===== src/rtl/hood_pkg.sv =====
// Shared key indices, arbiter state encoding and the fixed-priority pick
// used by the range-hood key front end.
package hood_pkg;

  // Key positions inside every per-key vector
  localparam int KEY_MENU  = 0;
  localparam int KEY_SPD1  = 1;
  localparam int KEY_SPD2  = 2;
  localparam int KEY_SPD3  = 3;
  localparam int KEY_CLEAN = 4;
  localparam int N_KEYS    = 5;

  // Arbiter states
  typedef enum logic [1:0] {
    ARB_IDLE    = 2'd0,
    ARB_GRANT   = 2'd1,
    ARB_LOCKOUT = 2'd2
  } arb_state_t;

  // Returns a one-hot vector holding only the highest-priority requester:
  // menu > clean > speed3 > speed2 > speed1. All zero when nothing requests.
  function automatic logic [N_KEYS-1:0] pick_winner(input logic [N_KEYS-1:0] req);
    logic [N_KEYS-1:0] win;
    win = '0;
    if (req[KEY_MENU]) begin
      win[KEY_MENU] = 1'b1;
    end else if (req[KEY_CLEAN]) begin
      win[KEY_CLEAN] = 1'b1;
    end else if (req[KEY_SPD3]) begin
      win[KEY_SPD3] = 1'b1;
    end else if (req[KEY_SPD2]) begin
      win[KEY_SPD2] = 1'b1;
    end else if (req[KEY_SPD1]) begin
      win[KEY_SPD1] = 1'b1;
    end
    return win;
  endfunction

endpackage : hood_pkg


===== src/rtl/btn_debounce.sv =====
// One key lane: 2-FF synchroniser, stable-count debouncer and a registered
// one-cycle pulse on each debounced press. Releases produce no pulse.
// Optional stuck-key detection is compiled in with `define STUCK_DETECT_EN:
// a key whose debounced level stays high for STUCK_CYCLES cycles raises
// stuck_o and its press pulses are suppressed until it is released.
module btn_debounce #(
  parameter int          CNT_W           = 32,
  parameter int unsigned DEBOUNCE_CYCLES = 2_000_000,
  parameter int unsigned STUCK_CYCLES    = 500_000_000
) (
  input  logic clk,
  input  logic reset,
  input  logic raw_i,
  output logic rise_o,
  output logic stuck_o
);

  localparam logic [CNT_W-1:0] DB_LAST = CNT_W'(DEBOUNCE_CYCLES - 1);

  logic [1:0]       sync_q;
  logic             db_level_q;
  logic             db_level_d;
  logic             db_prev_q;
  logic [CNT_W-1:0] db_cnt_q;
  logic [CNT_W-1:0] db_cnt_d;
  logic             rise_q;
  logic             stuck_q;

  // Bring the asynchronous key into the clock domain through two flops
  always_ff @(posedge clk) begin
    if (reset) begin
      sync_q <= 2'b00;
    end else begin
      sync_q <= {sync_q[0], raw_i};
    end
  end

  // Count consecutive cycles where the synced level disagrees with the
  // accepted level; accept the new level once the run is long enough
  always_comb begin
    db_cnt_d   = '0;
    db_level_d = db_level_q;
    if (sync_q[1] != db_level_q) begin
      if (db_cnt_q == DB_LAST) begin
        db_level_d = sync_q[1];
        db_cnt_d   = '0;
      end else begin
        db_cnt_d = db_cnt_q + 1'b1;
      end
    end
  end

  // Debounce state plus the registered press pulse (masked while stuck)
  always_ff @(posedge clk) begin
    if (reset) begin
      db_level_q <= 1'b0;
      db_cnt_q   <= '0;
      db_prev_q  <= 1'b0;
      rise_q     <= 1'b0;
    end else begin
      db_level_q <= db_level_d;
      db_cnt_q   <= db_cnt_d;
      db_prev_q  <= db_level_q;
      rise_q     <= db_level_q & ~db_prev_q & ~stuck_q;
    end
  end

`ifdef STUCK_DETECT_EN
  localparam logic [CNT_W-1:0] STUCK_LAST = CNT_W'(STUCK_CYCLES - 1);

  logic [CNT_W-1:0] stuck_cnt_q;

  // Time how long the accepted level has been high; saturate at the limit
  always_ff @(posedge clk) begin
    if (reset) begin
      stuck_cnt_q <= '0;
      stuck_q     <= 1'b0;
    end else if (!db_level_q) begin
      stuck_cnt_q <= '0;
      stuck_q     <= 1'b0;
    end else if (stuck_cnt_q == STUCK_LAST) begin
      stuck_q <= 1'b1;
    end else begin
      stuck_cnt_q <= stuck_cnt_q + 1'b1;
    end
  end
`else
  // Detection compiled out: the flag is constant low whatever STUCK_CYCLES is
  assign stuck_q = (STUCK_CYCLES == 0) ? 1'b0 : 1'b0;
`endif

  assign rise_o  = rise_q;
  assign stuck_o = stuck_q;

endmodule : btn_debounce


===== src/rtl/btn_cmd_arbiter.sv =====
// Range-hood key front end. Five raw keys are synchronised, debounced and
// edge-detected per lane, then a fixed-priority arbiter turns each accepted
// press into one one-hot command held until the mode FSM takes it, followed
// by a lockout window in which new presses are discarded.
// Optional feature: `define STUCK_DETECT_EN enables per-key stuck detection;
// without it the stuck output is constant zero.
module btn_cmd_arbiter
  import hood_pkg::*;
#(
  parameter int unsigned DEBOUNCE_CYCLES = 2_000_000,
  parameter int unsigned LOCKOUT_CYCLES  = 10_000_000,
  parameter int unsigned STUCK_CYCLES    = 500_000_000,
  parameter int          CNT_W           = 32
) (
  input  logic       clk,
  input  logic       reset,
  input  logic       raw_menu,
  input  logic [2:0] raw_speed,
  input  logic       raw_clean,
  input  logic       cmd_ready,
  output logic       cmd_valid,
  output logic       cmd_menu,
  output logic [2:0] cmd_speed,
  output logic       cmd_clean,
  output logic       busy,
  output logic [4:0] stuck
);

  localparam logic [CNT_W-1:0] LOCK_LAST = CNT_W'(LOCKOUT_CYCLES - 1);

  logic [N_KEYS-1:0] raw_keys;
  logic [N_KEYS-1:0] key_rise;
  logic [N_KEYS-1:0] key_stuck;
  logic [N_KEYS-1:0] winner;

  arb_state_t        state_q;
  logic [N_KEYS-1:0] pending_q;
  logic [CNT_W-1:0]  lock_cnt_q;
  logic              cmd_valid_q;
  logic              cmd_menu_q;
  logic [2:0]        cmd_speed_q;
  logic              cmd_clean_q;
  logic              busy_q;

  // Gather the raw keys into key-index order
  assign raw_keys[KEY_MENU]  = raw_menu;
  assign raw_keys[KEY_SPD1]  = raw_speed[0];
  assign raw_keys[KEY_SPD2]  = raw_speed[1];
  assign raw_keys[KEY_SPD3]  = raw_speed[2];
  assign raw_keys[KEY_CLEAN] = raw_clean;

  // One identical conditioning lane per key
  generate
    for (genvar gi = 0; gi < N_KEYS; gi++) begin : g_key
      btn_debounce #(
        .CNT_W          (CNT_W),
        .DEBOUNCE_CYCLES(DEBOUNCE_CYCLES),
        .STUCK_CYCLES   (STUCK_CYCLES)
      ) u_debounce (
        .clk    (clk),
        .reset  (reset),
        .raw_i  (raw_keys[gi]),
        .rise_o (key_rise[gi]),
        .stuck_o(key_stuck[gi])
      );
    end
  endgenerate

  assign winner = pick_winner(pending_q);

  // Arbiter FSM with registered command outputs. Presses are only collected
  // in IDLE; the cycle that grants discards everything else, including a
  // press pulse arriving in that same cycle.
  always_ff @(posedge clk) begin
    if (reset) begin
      state_q     <= ARB_IDLE;
      pending_q   <= '0;
      lock_cnt_q  <= '0;
      cmd_valid_q <= 1'b0;
      cmd_menu_q  <= 1'b0;
      cmd_speed_q <= 3'b000;
      cmd_clean_q <= 1'b0;
      busy_q      <= 1'b0;
    end else begin
      case (state_q)
        ARB_IDLE: begin
          if (|pending_q) begin
            cmd_valid_q <= 1'b1;
            cmd_menu_q  <= winner[KEY_MENU];
            cmd_speed_q <= {winner[KEY_SPD3], winner[KEY_SPD2], winner[KEY_SPD1]};
            cmd_clean_q <= winner[KEY_CLEAN];
            busy_q      <= 1'b1;
            pending_q   <= '0;
            state_q     <= ARB_GRANT;
          end else begin
            pending_q <= pending_q | key_rise;
          end
        end
        ARB_GRANT: begin
          pending_q <= '0;
          if (cmd_ready) begin
            cmd_valid_q <= 1'b0;
            cmd_menu_q  <= 1'b0;
            cmd_speed_q <= 3'b000;
            cmd_clean_q <= 1'b0;
            lock_cnt_q  <= '0;
            state_q     <= ARB_LOCKOUT;
          end
        end
        ARB_LOCKOUT: begin
          pending_q <= '0;
          if (lock_cnt_q == LOCK_LAST) begin
            lock_cnt_q <= '0;
            busy_q     <= 1'b0;
            state_q    <= ARB_IDLE;
          end else begin
            lock_cnt_q <= lock_cnt_q + 1'b1;
          end
        end
        default: begin
          pending_q   <= '0;
          lock_cnt_q  <= '0;
          cmd_valid_q <= 1'b0;
          cmd_menu_q  <= 1'b0;
          cmd_speed_q <= 3'b000;
          cmd_clean_q <= 1'b0;
          busy_q      <= 1'b0;
          state_q     <= ARB_IDLE;
        end
      endcase
    end
  end

  assign cmd_valid = cmd_valid_q;
  assign cmd_menu  = cmd_menu_q;
  assign cmd_speed = cmd_speed_q;
  assign cmd_clean = cmd_clean_q;
  assign busy      = busy_q;
  assign stuck     = key_stuck;

endmodule : btn_cmd_arbiter


===== config.mk =====
export PLATFORM = sky130hd
export DESIGN_NAME = btn_cmd_arbiter
export DESIGN_NICKNAME = d
export VERILOG_FILES = /design/src/rtl/hood_pkg.sv /design/src/rtl/btn_debounce.sv /design/src/rtl/btn_cmd_arbiter.sv
export SDC_FILE = /design/constraint.sdc
export NUM_CORES = 1
export LEC_CHECK = 0
export ABC_AREA = 0
export BUFFER_PORTS_ARGS = -buffer_cell sky130_fd_sc_hd__buf_2
export CAP_MARGIN = 25
export CORE_AREA = 2 2 128 130
export DETAILED_ROUTE_END_ITERATION = 10
export DIE_AREA = 0 0 130 132
export PLACE_DENSITY = 0.84
export SYNTH_ARGS = -nofsm -noshare
export SYNTH_HDL_FRONTEND = slang
export SYNTH_SLANG_ARGS = --single-unit

===== constraint.sdc =====
create_clock -name clk -period 3.3 [get_ports clk]
set_input_delay 0.495 -clock clk [delete_from_list [all_inputs] [get_ports clk]]
set_output_delay 0.495 -clock clk [all_outputs]
set_load 0.1 [all_outputs]

==> impl_metrics.yaml <==
final_layout:
  fillCellCount: 1186
  fin_area_sq_um: 11100
  regArea_sq_um: 4620
  nets: 1177
  syn2layout_area_growth_pct: 10.5
  multi_input_area_sq_um: 5100
  insertedDiodeCount: 0
  drive_gt1_share_pct: 6.53
  postLayoutCoreUtil_pct: 70.6
clock_network:
  clk_pin_slew_worst_paths_ns: 0.06
  cts_inserted_buffers: 24
  tritoncts: "built"
  cts_resized: 0
  cts_setup_buffers: 0
  cts-root-buf: "clkbuf_16"
  htreeDepth: 1
  holdBufCountCts: 0
  clockBufferDepth: 3
  clkSinkCount: 231
  worst_skew_pair.late_latency_ns: 0.52
sta:
  finalHoldViolations: 0
  setup_viol: 0
  worst_slew_pin_slew_ns: 1.03
  period_share_pct: 72.6
  final.min_clock_period_ns: 2.40
  skew_ns: 0.0201
  fmax_mhz: 417
  final.setup.tns_ns: 0
  rsz0062_at_grt: "no"
  holdWs_ns: 0.191
  drv_slew: 0
  maxSlewHeadroom_pct: 30.5
routing:
  wl_per_cell_microns: 13.9
  vias_per_cell: 5.61
  drc_errors: 0
  vias: 7829
  final_antenna_net_count: 0
  finalWirelength_microns: 19500
  drt_first_iter_violations: 469
  drtPass1Iterations: 5
grt:
  grt_pass1_vias: 7380
  grt_pass1_wl_microns: 33800
  antenna_found_initial: 0
  track_usage_pct: 23.1
  grt_overflow: 0
  grt_max_degree: 33
yosys:
  synth_common_cells: "231 x dfxtp_1, 231 x nor2_1, 107 x xor2_1"
  netlist_instances: 1153
  yosysTopAreaCellShare_pct: 46.1
  synth_simple_gate_area_share_pct: 31.6
  synth_xor_area_share_pct: 15.6
  seq_area_frac_synth_pct: 46.1
  synth-adder-area-share_pct: 0.748
  synthesis.area_sq_um: 10000
  yosysUniqueCellTypes: 42
  synth_area_leaders: "dfxtp_1 46%, xor2_1 9.3%, nor2_1 8.6%"
  synth_top_family_by_area: "simple AND/OR/NAND/NOR gates"
  synth_compound_area_share_pct: 2.06
  ys_warn_count: 0
  ys_seq_elements: 231
  netlist.top_cell.by_area: "dfxtp_1"
  async_flop_share_pct: 0
  synth_flop_cell: "dfxtp_1"
  synth_edf_count: 0
  synth_mux_area_share_pct: 0.598
  avgSynthCellArea_sq_um: 8.71
setup_path:
  startpoint_type: "flip-flop"
  crit_fanout: 17
  crit_required_ns: 3.69
  crit_arrival_ns: 2.79
  worstSetupPathType: "reg -> reg"
  endpoint_kind: "flip-flop"
placement:
  gp_congestion: 0.847
  io_buffers: 14
  dp_hpwl_microns: 12200
  place_area_sq_um: 10300
outcome:
  status: "complete, no violations"
power_and_ir_drop:
  power_density_nw_per_um2: 510
  leakage_uw: 0.00356
  ir_drop_uv: 474
hold_path:
  hp-class: "in -> reg"
die:
  dieHeight_microns: 132
  die_w_microns: 130
  io_pins: 20
  rows: 46
  dieArea_sq_um: 17200
  initial_core_util_pct: 63.9
  core-area_sq_um: 15700
flow_run:
  drv_cap: 0
-- routing by layer --
metal  global-route usage, %  vias to the layer above  routed length [microns]
met4                    7.05                        0                      437
li1                        -                     3960                        -
met2                    38.4                      178                     9440
met3                    3.73                       42                      847
met5                       0                        -                        0
met1                    30.8                     3649                     8730
-- path summary, 6_finish.rpt --
kind	start	to	slack [ns]	cells after the start
max reg2reg	lock_cnt_q[11]	lock_cnt_q[21]	0.90	6
min reg2reg	g_key[0].u_debounce.db_prev_q	g_key[0].u_debounce.rise_o	0.38	1
max	lock_cnt_q[11]	lock_cnt_q[21]	0.90	6
min	raw_speed[0]	g_key[1].u_debounce.sync_q[0]	0.19	2
-- logic make-up (layout without fill, tap and decap cells) --
family | after synthesis | in the layout
AOI/OAI and AO/OA | 32 | 32
buffers and inverters | 71 | 94
xor gates and xnor gates | 179 | 179
DFF | 231 | 231
muxes | 6 | 6
and+or+nand+nor | 627 | 627
other | 1 | 5
adders and majority gates | 6 | 6
-- worst max-delay path, cell delays in order (launching register included) --
cell,delay [ns]
dfxtp_1,0.37
nor4b_1,0.37
nand4_1,0.17
o31ai_1,0.52
a21o_1,0.44
buf_4,0.30
nor2_1,0.08
-- per-stage QoR --
stage	worst slack, ns	std cells	power, uW
after floorplan	1.32	1157	2930
after global placement	1.07	1353	2930
after detailed placement	1.02	1353	2930
after CTS	0.943	1396	5710
after global routing	0.789	1396	5850
final	0.904	1396	5660
-- layout by cell type (no fill, tap or decap), drive strengths merged, types with 29 or more instances in the layout --
cell type | synthesis | layout
nor2 | 231 | 231
dfxtp | 231 | 231
xor2 | 107 | 107
nand3 | 93 | 93
xnor2 | 72 | 72
nand4 | 58 | 58
nand2 | 57 | 57
nor4 | 44 | 44
clkbuf | 31 | 33
nor3 | 31 | 31
and3 | 29 | 29
-- layout make-up --
class | instances | share of cell area, %
multi-input cells | 855 | 46.0
flip-flops and latches | 231 | 41.7
clock buffers | 33 | 6.17
well taps | 216 | 2.44
repair buffers | 28 | 1.58
clock inverters | 10 | 1.32
inverters | 23 | 0.778
-- state kept, by name, summed over array words and instances (netlist names), 2 cells and up --
name                         count
cmd_speed                        3
g_key.u_debounce.db_cnt_q      160
g_key.u_debounce.db_level_q      5
g_key.u_debounce.db_prev_q       5
g_key.u_debounce.rise_o          5
g_key.u_debounce.sync_q         10
lock_cnt_q                      32
pending_q                        5
state_q                          2
-- report_power, final --
part	leakage, uW	internal [uW]	switching [uW]
registers	0.00186	2800	4.50
logic	0.00130	14.2	58.6
clock network	0.000406	1690	1100
No activity file was read; power rests on OpenSTA's default activity.
